<file path="src/rtl/alu_arbiter.sv">
// Two-requester front end for a shared combinational ALU: round-robin grant,
// one-cycle operand hold, captured result with zero flag, held until consumed.
module alu_arbiter #(
  parameter int DATA_W = 32
) (
  input  logic              clk,
  input  logic              reset_n,

  input  logic              req0_valid,
  output logic              req0_ready,
  input  logic [DATA_W-1:0] req0_a,
  input  logic [DATA_W-1:0] req0_b,
  input  logic [5:0]        req0_func,
  input  logic [1:0]        req0_op,

  input  logic              req1_valid,
  output logic              req1_ready,
  input  logic [DATA_W-1:0] req1_a,
  input  logic [DATA_W-1:0] req1_b,
  input  logic [5:0]        req1_func,
  input  logic [1:0]        req1_op,

  output logic              rsp0_valid,
  input  logic              rsp0_ready,
  output logic [DATA_W-1:0] rsp0_result,
  output logic              rsp0_zero,

  output logic              rsp1_valid,
  input  logic              rsp1_ready,
  output logic [DATA_W-1:0] rsp1_result,
  output logic              rsp1_zero,

  output logic [DATA_W-1:0] alu_a,
  output logic [DATA_W-1:0] alu_b,
  output logic [5:0]        alu_operation,
  output logic [1:0]        alu_opcode,
  input  logic [DATA_W-1:0] alu_result,

  output logic              busy
);

  typedef enum logic [1:0] {IDLE, ISSUE, RESP} state_t;

  state_t state;
  logic   last_grant;  // requester of the most recent (or in-flight) operation
  logic   grant;
  logic   accept;

  // NOTE: every signal written here gets a value on every path, so no latch is inferred.
  always_comb begin
    grant = 1'b0;
    if (req0_valid && req1_valid) grant = ~last_grant;
    else                          grant = req1_valid;
    accept     = (state == IDLE) && (req0_valid || req1_valid);
    req0_ready = accept && !grant;
    req1_ready = accept &&  grant;
  end

  assign busy = (state != IDLE);

  // NOTE: sequential state uses non-blocking assignments so every register samples pre-edge values.
  always_ff @(posedge clk or negedge reset_n) begin
    if (!reset_n) begin
      state         <= IDLE;
      last_grant    <= 1'b1;
      alu_a         <= '0;
      alu_b         <= '0;
      alu_operation <= '0;
      alu_opcode    <= '0;
      rsp0_valid    <= 1'b0;
      rsp0_result   <= '0;
      rsp0_zero     <= 1'b0;
      rsp1_valid    <= 1'b0;
      rsp1_result   <= '0;
      rsp1_zero     <= 1'b0;
    end else begin
      case (state)
        IDLE: begin
          if (accept) begin
            alu_a         <= grant ? req1_a    : req0_a;
            alu_b         <= grant ? req1_b    : req0_b;
            alu_operation <= grant ? req1_func : req0_func;
            alu_opcode    <= grant ? req1_op   : req0_op;
            last_grant    <= grant;
            state         <= ISSUE;
          end
        end
        ISSUE: begin
          // Operands have been stable for a full cycle; the ALU output is settled.
          if (last_grant) begin
            rsp1_result <= alu_result;
            rsp1_zero   <= (alu_result == '0);
            rsp1_valid  <= 1'b1;
          end else begin
            rsp0_result <= alu_result;
            rsp0_zero   <= (alu_result == '0);
            rsp0_valid  <= 1'b1;
          end
          state <= RESP;
        end
        RESP: begin
          if (last_grant ? rsp1_ready : rsp0_ready) begin
            rsp0_valid <= 1'b0;
            rsp1_valid <= 1'b0;
            state      <= IDLE;
          end
        end
        default: state <= IDLE;
      endcase
    end
  end

endmodule

</file>
<file path="config.mk">
export PLATFORM = sky130hd
export DESIGN_NAME = alu_arbiter
export DESIGN_NICKNAME = d
export VERILOG_FILES = /design/src/rtl/alu_arbiter.sv
export SDC_FILE = /design/constraint.sdc
export NUM_CORES = 1
export LEC_CHECK = 0
export BUFFER_PORTS_ARGS = -buffer_cell sky130_fd_sc_hd__clkbuf_2
export CAP_MARGIN = 30
export CORE_MARGIN = 5
export CORE_UTILIZATION = 45
export CTS_BUF_LIST = sky130_fd_sc_hd__clkbuf_2 sky130_fd_sc_hd__clkbuf_4 sky130_fd_sc_hd__clkbuf_8
export DETAILED_ROUTE_END_ITERATION = 16
export PLACE_DENSITY_LB_ADDON = 0.08
export SETUP_SLACK_MARGIN = 0.3
export SLEW_MARGIN = 20
export SYNTH_ARGS = -nofsm -noshare
export SYNTH_HDL_FRONTEND = slang
export SYNTH_SLANG_ARGS = --single-unit
export TNS_END_PERCENT = 1
</file>
<file path="constraint.sdc">
create_clock -name clk -period 2.2 [get_ports clk]
set_input_delay 0.11 -clock clk [delete_from_list [all_inputs] [get_ports clk]]
set_output_delay 0.11 -clock clk [all_outputs]
set_load 0.01 [all_outputs]
</file>
-- Word-level counts from Yosys, hierarchy flattened
Index checks and enable logic that the tools add are counted.
- latch bits: 0
- memories: 0
- logic and storage cells: 49
- bits in read-only memories: 0
- input port bits: 182
- register bits after elaboration: 143
- bits in writable memories: 0
- $lt $le $gt $ge: 0
- $add $sub $neg: 0
- div/mod/pow operators: 0
- reduce and logical (&&, ||, !) cells: 16
- mux-type cells: 14
- eq/ne operators: 6
- shifts and indexed selects: 0
- bitwise operators: 1
- multipliers: 0
- operators with widths (cell ; count):
    2-to-1 mux 32 bit ; 2
    logical NOT 32 bit ; 1
    inequality test 2 bit (second input constant) ; 4
    AND reduction 2 bit ; 4
    2-to-1 mux 2 bit ; 3
    2-to-1 mux 6 bit ; 1
    case mux 2 bit (3 select lines) ; 1
    AND reduction 3 bit ; 2
    2-to-1 mux 1 bit ; 5
    logical AND 1 bit ; 4
    case mux 1 bit (2 select lines) ; 2
    nonzero test 2 bit ; 2
    == test 2 x 1 -> 1 bit (second input constant) ; 1
    == test 2 bit (second input constant) ; 1
    logical NOT 2 bit ; 1
    logical NOT 1 bit ; 1
    logical OR 1 bit ; 1
    inverter 1 bit ; 1

-- Depth between registers and ports, before layout
Gate-level depths: netlist of run 1.
- depth in word-level cells: 4
- mapped depth: 6
- mapped depth without buffers: 3

-- Least setup slack after synthesis of run 1
No wires, ideal clock.
- path type: flip-flop to flip-flop
- from: register last_grant
- to: register alu_a[23]
- cell stages (with the launch flop): 5
- clock period less this slack: 1.721 ns
- slack: 0.479 ns
- path buffers: 1
- arrival: 1.654 ns
- path through: dfstp_2 inv_2 a2111oi_4 buf_6 a221o_1
- word-level cells in the longest chain between the ends: 3
- ends and longest elaborated chain (what ; line ; text):
    start, declared ; 45 ; logic last_grant;
    start signal, assigned ; 84 ; last_grant <= grant;
    inverter 1 bit (no source line) ; - ;
    2-to-1 mux 1 bit ; 52 ; if (req0_valid && req1_valid) grant = ~last_grant;
    2-to-1 mux 32 bit ; 80 ; alu_a <= grant ? req1_a : req0_a;
    end signal, assigned ; 80 ;
    end, declared ; 33 ; output logic [DATA_W-1:0] alu_a,
Every way passes these cells.
A chain may end at the register's enable or synchronous reset.

-- Worst setup path after layout of run 1
- from: register last_grant
- to: output port req0_ready
- word-level cells in the longest chain between the ends: 4
- ends and longest elaborated chain (what ; line ; text):
    inverter 1 bit (no source line) ; - ;
    2-to-1 mux 1 bit ; 52 ;
    logical NOT 1 bit ; 55 ; req0_ready = accept && !grant;
    logical AND 1 bit ; 55 ;
    end, declared ; 10 ; output logic req0_ready,
Every way passes these cells.

==> results of run 1 <==
Yosys cell counts:
library cell | count | area (sq um)
or3b_2 | 1 | 8.76
nand3b_1 | 1 | 7.51
or2_2 | 1 | 6.26
dfstp_2 | 1 | 26.3
clkbuf_1 | 24 | 90.1
mux2_2 | 64 | 721
nor2_1 | 1 | 3.75
buf_6 | 7 | 78.8
a2111oi_4 | 1 | 27.5
inv_2 | 1 | 3.75
o31ai_1 | 2 | 15.0
dfrtp_1 | 142 | 3550
o21bai_1 | 1 | 7.51
a21boi_0 | 72 | 541
nand2_1 | 3 | 11.3
nor4_1 | 8 | 50.1
a221o_1 | 72 | 721
buf_2 | 9 | 45.0
nand4_1 | 2 | 12.5
and2_1 | 1 | 6.26
inv_1 | 3 | 11.3
and3_1 | 1 | 6.26
mux2i_1 | 1 | 10.0
nand3_1 | 1 | 5.00
o21ai_0 | 5 | 25.0
a21oi_1 | 2 | 10.0
cell families (layout without fill, tap and decap cells):
group | Yosys count | after routing | synth area share, %
DFF | 143 | 143 | 59.6
other | 0 | 4 | 0
AOI/OAI and AO/OA | 155 | 155 | 22.4
buffers and inverters | 44 | 553 | 3.81
muxes | 65 | 65 | 12.2
and+or+nand+nor | 20 | 20 | 1.96
final timing paths:
path / from / endpoint / slack, ns / cells past startpoint
max: last_grant / req0_ready / 0.38 / 4
min: rsp0_ready / state[1] / 0.07 / 4
max reg2reg: last_grant / alu_a[12] / 0.46 / 5
min reg2reg: rsp0_zero / rsp0_zero / 0.49 / 2
max in group asynchronous: reset_n / rsp0_result[24] / 1.35 / 3
min in group asynchronous: reset_n / rsp0_result[17] / 0.22 / 2
stage by stage:
step	cells	worst slack, ns	hold WS (ns)	power, uW
2_1_floorplan	427	0.479	-0.186	7820
3_3_place_gp	900	0.478	0.123	9950
3_5_place_dp	900	0.425	0.134	10100
4_1_cts	1112	0.273	0.0296	12900
5_1_grt	1115	0.272	0.0770	13700
6_report	1116	0.375	0.0656	12900
what timing repair did:
item	CTS	global route
cloned	1	0
buffers inserted	2	0
endpoints found under the hold margin	190	0
setup endpoints to repair	2	2
pin swaps	1	0
hold buffers	177	0
gates resized for setup	1	3
placed cells by master (no fill, tap or decap), drive strengths merged, types with 2 or more instances in the layout:
cell type    instances
a221o               72
dlygate4sd3        177
a21boi              72
nor4                 8
inv                  4
o31ai                2
clkbuf             344
a21oi                2
nand2                3
diode                4
o21ai                5
mux2                64
buf                 17
clkinv               5
dfrtp              142
nand4                2
bufinv               5
final cells by class:
type / instances / area, sq um / share of cell area, %
multi-input combinational: 240 / 2200 / 21.8
sequential: 143 / 3580 / 35.5
clock buffer: 21 / 277 / 2.74
clock inverter: 11 / 186 / 1.85
timing repair buffer: 517 / 3600 / 35.7
tap: 176 / 220 / 2.18
inverter: 4 / 15.0 / 0.149
antenna: 4 / 10.0 / 0.0992
routing by layer:
metal | routed length, microns | GRT usage, % | share of wire, % | vias to the layer above
li1 | - | - | - | 2663
met1 | 8170 | 32.1 | 36 | 2966
met2 | 11700 | 49.2 | 51 | 355
met3 | 1830 | 8.06 | 8.1 | 80
met4 | 1000 | 15.4 | 4.4 | 0
met5 | 0 | 0 | 0 | -
worst min-delay path: cells and delay by family:
| family | cells | cell delay, ns |
|---|---|---|
| and+or+nand+nor | 1 | 0.09 |
| buffers and inverters | 1 | 0.08 |
| AOI/OAI and AO/OA | 1 | 0.09 |
| muxes | 1 | 0.09 |
state kept, by name (all words and copies together), names as in the netlist:
| signal | cells |
|---|---|
| state | 2 |
| rsp1_result | 32 |
| last_grant | 1 |
| alu_opcode | 2 |
| rsp0_result | 32 |
| alu_b | 32 |
| rsp1_zero | 1 |
| rsp1_valid | 1 |
| rsp0_valid | 1 |
| rsp0_zero | 1 |
| alu_a | 32 |
| alu_operation | 6 |
power groups by stage:
stage               Clock (uW)  Sequential (uW)  Combinational, uW
floorplan                    0             5170               2640
global placement             0             4680               5270
detailed placement           0             4720               5420
CTS                       2450             4710               5710
global route              2550             4890               6220
finish                    2400             4750               5790
==> impl_metrics.yaml, run 1 <==
drt:
  wl_per_cell_microns: 20.3
  firstDrtPassIters: 5
  post-route-drc-count: 0
  ant_nets: 0
  routed_wirelength_microns: 22700
  route.vias.total: 6064
  drt_first_iter_violations: 364
  viasPerCell: 5.43
global_route:
  grt_pass1_vias: 6695
  grt-ovfl-total: 0
  grt_max_degree: 60
  grt_pass1_wl_microns: 35600
  antenna_found_initial: 3
  grt_use_total_pct: 28.6
synthesis:
  synth_nets: 609
  ys_types: 26
  syn-cell-area_sq_mm: 0.00600
  yosys_warnings: 0
  synthCells: 427
  synth.avg_cell_area_sq_um: 14.1
  synth-seq-cells: 143
  ys_seq_area_share_pct: 59.6
timing:
  finalMaxSlewViolations: 0
  clock.fmax_mhz: 548
  fin_crit_sh_pct: 82.9
  period_minus_slack_ns: 1.82
  worstMarginPinSlew_ns: 0.579
  rsz0062_at_grt: "true"
  tns_ns: 0
  setup_viol: 0
  maxSlewHeadroom_pct: 61.4
  fin_skew_ns: 0.00721
  hold_violations: 0
finish:
  syn2layout_area_growth_pct: 68.1
  final_cell_area_sq_mm: 0.0101
  fin_nets: 1105
  final_core_util_pct: 76.8
  drive_gt1_share_pct: 47.5
  fill_cells: 824
pwr:
  p_seq_share_pct: 36.7
  swShare_pct: 36.0
  powerDensity_mw_per_mm2: 1280
  comb_power_share_pct: 44.7
  p_int_uw: 8280
  peakVddDrop_mv: 0.605
  power.leakage_uw: 0.00489
  switchingPower_uw: 4660
  pwr-share-clk_pct: 18.6
run_status:
  status: "completed"
die:
  core.rowCount: 42
  fp.dieW_microns: 126
  die_y_microns: 126
  dieArea_sq_mm: 0.0158
  initial_core_util_pct: 45.7
  coreArea_sq_mm: 0.0131
  io_pins: 325
worst_setup_path:
  critPathSlowestCell: "dfstp_2"
  startpoint_type: "flop"
  worstPathRequired_ns: 2.09
  worstPathCellList: "inv_2 > a2111oi_4 > buf_6 > clkbuf_2"
  arrival_ns: 1.71
  end_kind: "primary output"
  slowest_delay_ns: 0.59
  crit_fanout: 6
  worst-path-buf-inv: 3
  crit_family: "flip-flops"
  crit_type: "reg2out"
clock_network:
  insertion_delay_ns: 0.44
  cts-htree-levels: 4
  cts_max_path_buffers: 2
  cts_sinks: 143
  numCtsBuffers: 17
  clk_pin_slew_worst_paths_ns: 0.07
  ctsRootBufferMaster: "clkbuf_8"
  cts_tree: "yes"
flow_run:
  maxCapViolations: 0
placement:
  io_buffers: 324
  place_hpwl_microns: 14000
  gp_congestion: 0.814
  post_dp_cell_area_sq_mm: 0.00782
worst_hold_path:
  min_path_type: "in2reg"
No activity file was read; power rests on OpenSTA's default activity.
==> run 2, diff against run 1 <==
==> constraint.sdc (replaced) <==
create_clock -name clk -period 1.9 [get_ports clk]
set_input_delay 0.095 -clock clk [delete_from_list [all_inputs] [get_ports clk]]
set_output_delay 0.095 -clock clk [all_outputs]
set_load 0.01 [all_outputs]
==> impl_metrics.yaml, run 2 (same netlist as run 1, synthesis figures left out) <==
pwr:
  p_total_uw: 14500
  powerDensity_mw_per_mm2: 1440
  p_int_uw: 9040
  comb_power_share_pct: 47.9
  switchingPower_uw: 5490
  p_seq_share_pct: 37.3
  swShare_pct: 37.8
  power.leakage_uw: 0.00489
  pwr-share-clk_pct: 14.8
  peakVddDrop_mv: 0.682
placement:
  place_hpwl_microns: 13900
  gp_congestion: 0.820
  io_buffers: 324
worst_hold_path:
  min_path_type: "in2reg"
  worstHoldPathCells: 4
  hold_start: "rsp1_ready"
timing:
  maxSlewHeadroom_pct: 65.2
  hold_violations: 0
  tns_ns: 0
  rsz0062_at_grt: "true"
  clock.fmax_mhz: 587
  worstMarginPinSlew_ns: 0.522
  finalMaxSlewViolations: 0
  period_minus_slack_ns: 1.70
  fin_skew_ns: 0.0161
  setup_viol: 0
  fin_crit_sh_pct: 89.7
worst_setup_path:
  crit_fanout: 3
  reg2reg_from: "last_grant"
  worstPathRequired_ns: 1.80
  timing.critical_path.from: "last_grant"
  arrival_ns: 1.61
  crit_type: "reg2out"
  startpoint_type: "flop"
  end_kind: "primary output"
  r2r_cells: 6
clock_network:
  numCtsBuffers: 17
  clk_pin_slew_worst_paths_ns: 0.08
  cts_sinks: 143
  cts-htree-levels: 4
  ctsRootBufferMaster: "clkbuf_8"
  insertion_delay_ns: 0.44
  cts_max_path_buffers: 2
  cts_tree: "yes"
drt:
  wl_per_cell_microns: 20.1
  viasPerCell: 5.48
  routed_wirelength_microns: 22600
  firstDrtPassIters: 5
  drt_first_iter_violations: 431
  route.vias.total: 6157
  post-route-drc-count: 0
  ant_nets: 0
finish:
  drive_gt1_share_pct: 47.9
  fin_nets: 1115
  fill_cells: 828
  syn2layout_area_growth_pct: 67.9
  multi_input_area_sq_mm: 0.00221
  layout_common_cells: "321 x clkbuf_2, 177 x dlygate4sd3_1, 142 x dfrtp_1"
  seq_area_sq_mm: 0.00358
  final_common_cell: "clkbuf_2"
global_route:
  grt_use_total_pct: 28.3
  grt_max_degree: 57
  grt_pass1_vias: 6710
  antenna_found_initial: 2
  grt_pass1_wl_microns: 35600
  grt-ovfl-total: 0
die:
  core.rowCount: 42
  initial_core_util_pct: 45.7
  io_pins: 325
  fp.dieW_microns: 126
  die_y_microns: 126
  dieArea_sq_mm: 0.0158
  coreArea_sq_mm: 0.0131
flow_run:
  maxCapViolations: 0
run_status:
  status: "completed"
[run 2: cell types whose count changed in the layout (fill, tap and decap cells not counted), sizes merged]
cell / change
buf: +11
bufbuf: +1
bufinv: -5
clkbuf: -4
clkinv: +3
clkinvlp: +2
diode: -2
inv: +2
[run 2: power by group through the flow]
| stage | sequential (uW) | combinational, uW | clock (uW) |
|---|---|---|---|
| 3_3_place_gp | 5370 | 6160 | 0 |
| 6_report | 5420 | 6960 | 2150 |
| 2_1_floorplan | 5990 | 3080 | 0 |
| 4_1_cts | 5380 | 6790 | 2190 |
| 3_5_place_dp | 5400 | 6330 | 0 |
| 5_1_grt | 5580 | 7470 | 2320 |
[run 2: through the flow]
| stage | cell area, sq um | instances | worst slack [ns] | hold slack, ns | utilization, % |
|---|---|---|---|---|---|
| 2_1_floorplan | 6010 | 427 | 0.235 | -0.201 | - |
| 3_3_place_gp | 7820 | 903 | 0.294 | 0.0871 | 59.5 |
| 3_5_place_dp | 7820 | 903 | 0.266 | 0.0977 | 59.5 |
| 4_1_cts | 10000 | 1119 | 0.0840 | 0.0254 | 76.4 |
| 5_1_grt | 10100 | 1124 | 0.108 | 0.0569 | 76.7 |
| 6_report | 10100 | 1124 | 0.196 | 0.0583 | 76.7 |
[run 2: critical path, stage by stage (launching register included)]
cell and delay [ns]:
dfstp_2 0.55, inv_2 0.05, a2111oi_4 0.32, buf_6 0.16, buf_6 0.09
[run 2: worst paths after layout]
check / end / slack (ns)
max in group asynchronous: alu_a[23] / 1.06
setup / recovery: req0_ready / 0.20
setup reg to reg: alu_a[15] / 0.20
hold reg to reg: rsp1_zero / 0.48
hold / removal: state[1] / 0.06
min in group asynchronous: rsp1_result[7] / 0.18
[run 2: per-layer routing]
metal | global-route usage, % | up-vias | share of wire (%)
li1 | - | 2676 | -
met1 | 33.1 | 2994 | 37
met2 | 47.4 | 387 | 50
met3 | 7.76 | 100 | 8.0
met4 | 15.6 | 0 | 5.1
met5 | 0 | - | 0
[run 2: what timing repair did]
action | CTS | global route
setup endpoints to repair | 94 | 108
gates cloned | 1 | 0
buffers inserted | 6 | 3
pin swaps | 2 | 3
endpoints found under the hold margin | 192 | 0
resized for setup | 5 | 6
hold buffers | 177 | 0
[run 2: cell type report]
type | count | area share [%]
Multi-Input combinational cell | 240 | 21.9
Inverter | 4 | 0.149
Timing Repair Buffer | 527 | 36.8
Clock buffer | 19 | 2.53
Antenna cell | 2 | 0.0497
Sequential cell | 143 | 35.5
Tap cell | 176 | 2.18
Clock inverter | 13 | 0.906
==> run 3, diff against run 2 <==
--- a/config.mk
+++ b/config.mk
@@ -5,12 +5,12 @@
 export SDC_FILE = /design/constraint.sdc
 export NUM_CORES = 1
 export LEC_CHECK = 0
-export BUFFER_PORTS_ARGS = -buffer_cell sky130_fd_sc_hd__clkbuf_2
 export CAP_MARGIN = 30
 export CORE_MARGIN = 5
 export CORE_UTILIZATION = 45
 export CTS_BUF_LIST = sky130_fd_sc_hd__clkbuf_2 sky130_fd_sc_hd__clkbuf_4 sky130_fd_sc_hd__clkbuf_8
 export DETAILED_ROUTE_END_ITERATION = 16
+export DONT_BUFFER_PORTS = 1
 export PLACE_DENSITY_LB_ADDON = 0.08
 export SETUP_SLACK_MARGIN = 0.3
 export SLEW_MARGIN = 20
==> impl_metrics.yaml, run 3 <==
clock_network:
  ctsRootBufferMaster: "clkbuf_8"
  postCtsHoldBufs: 124
  cts-htree-levels: 4
  numCtsBuffers: 17
  cts_sinks: 143
  ctsResizeCount: 1
  cts_setup_buffers: 5
  cts_max_path_buffers: 2
synthesis:
  synth-seq-cells: 143
  syn-cell-area_sq_mm: 0.00600
  synth_async_sr_flop_share_pct: 100
  synth_area_leader_cell: "dfrtp_1"
  ys_seq_area_share_pct: 59.6
  synth.avg_cell_area_sq_um: 14.1
  yosys_warnings: 0
  synth_nets: 609
  synthTopCellsByCount: "142 x dfrtp_1, 72 x a21boi_0, 72 x a221o_1"
  yosysMostFrequentCell: "dfrtp_1"
  synth_ff_type: "dfrtp_1"
  ys_types: 26
  synth-edff-count: 0
  synth_top_area_share_pct: 59.2
  synth_area_leaders: "dfrtp_1 59%, a221o_1 12%, mux2_2 12%, a21boi_0 9.0%, clkbuf_1 1.5%"
  synthCells: 427
placement:
  post_dp_cell_area_sq_mm: 0.00614
  io_buffers: 0
  gp_congestion: 0.776
  place_hpwl_microns: 12000
die:
  die_y_microns: 126
  fp.dieW_microns: 126
  core.rowCount: 42
  initial_core_util_pct: 45.7
  io_pins: 325
run_status:
  status: "did not finish"
  stop_stage: "clock tree synthesis"
  error: "[ERROR RSZ-0060] Max buffer count reached."
run 3: cell counts after synthesis:
Identical to the previous run, type by type.
run 3: through the flow:
step,worst slack [ns],cells,util [%]
detailed placement,0.253,576,46.7
global placement,0.291,576,46.7
floorplan,0.235,427,-
run 3: cells by family after synthesis:
family | after synthesis | share of synthesized area (%)
muxes | 65 | 12.2
AOI/OAI and AO/OA | 155 | 22.4
and+or+nand+nor | 20 | 1.96
DFF | 143 | 59.6
buffers and inverters | 44 | 3.81
==> run 4, diff against run 3 <==
--- a/config.mk
+++ b/config.mk
@@ -7,12 +7,10 @@
 export LEC_CHECK = 0
 export CAP_MARGIN = 30
 export CORE_MARGIN = 5
-export CORE_UTILIZATION = 45
-export CTS_BUF_LIST = sky130_fd_sc_hd__clkbuf_2 sky130_fd_sc_hd__clkbuf_4 sky130_fd_sc_hd__clkbuf_8
+export CORE_UTILIZATION = 30
 export DETAILED_ROUTE_END_ITERATION = 16
 export DONT_BUFFER_PORTS = 1
-export PLACE_DENSITY_LB_ADDON = 0.08
-export SETUP_SLACK_MARGIN = 0.3
+export PLACE_DENSITY_LB_ADDON = 0.15
 export SLEW_MARGIN = 20
 export SYNTH_ARGS = -nofsm -noshare
 export SYNTH_HDL_FRONTEND = slang
==> impl_metrics.yaml, run 4 <==
synthesis:
  synth_async_sr_flop_share_pct: 100
  yosys_warnings: 0
  synth-edff-count: 0
  synth_top_area_share_pct: 59.2
  synth_area_leader_cell: "dfrtp_1"
  yosysMostFrequentCell: "dfrtp_1"
  synth.avg_cell_area_sq_um: 14.1
  syn-cell-area_sq_mm: 0.00600
  synth_area_leaders: "dfrtp_1 59%, a221o_1 12%, mux2_2 12%, a21boi_0 9.0%, clkbuf_1 1.5%"
  ys_seq_area_share_pct: 59.6
  synth_nets: 609
  synth-seq-cells: 143
  synthTopCellsByCount: "142 x dfrtp_1, 72 x a21boi_0, 72 x a221o_1"
  synthCells: 427
  ys_types: 26
  synth_ff_type: "dfrtp_1"
run_status:
  status: "did not finish"
  stop_stage: "clock tree synthesis"
  error: "[ERROR RSZ-0060] Max buffer count reached."
clock_network:
  postCtsHoldBufs: 140
  cts_setup_buffers: 1
  ctsResizeCount: 0
  ctsRootBufferMaster: "clkbuf_16"
  numCtsBuffers: 17
  cts-htree-levels: 4
  cts_max_path_buffers: 2
  cts_sinks: 143
die:
  die_y_microns: 151
  initial_core_util_pct: 30.6
  fp.dieW_microns: 151
  io_pins: 325
  core.rowCount: 51
placement:
  gp_congestion: 0.768
  place_hpwl_microns: 12400
  io_buffers: 0
[run 4: cell counts after synthesis]
Identical to the previous run, type by type.
[run 4: kinds of logic after synthesis]
family,Yosys count,share of synthesized area [%]
buffers and inverters,44,3.81
DFF,143,59.6
muxes,65,12.2
and+or+nand+nor,20,1.96
AOI/OAI and AO/OA,155,22.4
[run 4: per-stage QoR]
stage	instances	setup WS, ns	utilization (%)	instance area (sq um)
2_1_floorplan	427	0.179	-	6000
3_3_place_gp	660	0.194	31.9	6250
3_5_place_dp	660	0.141	31.9	6250
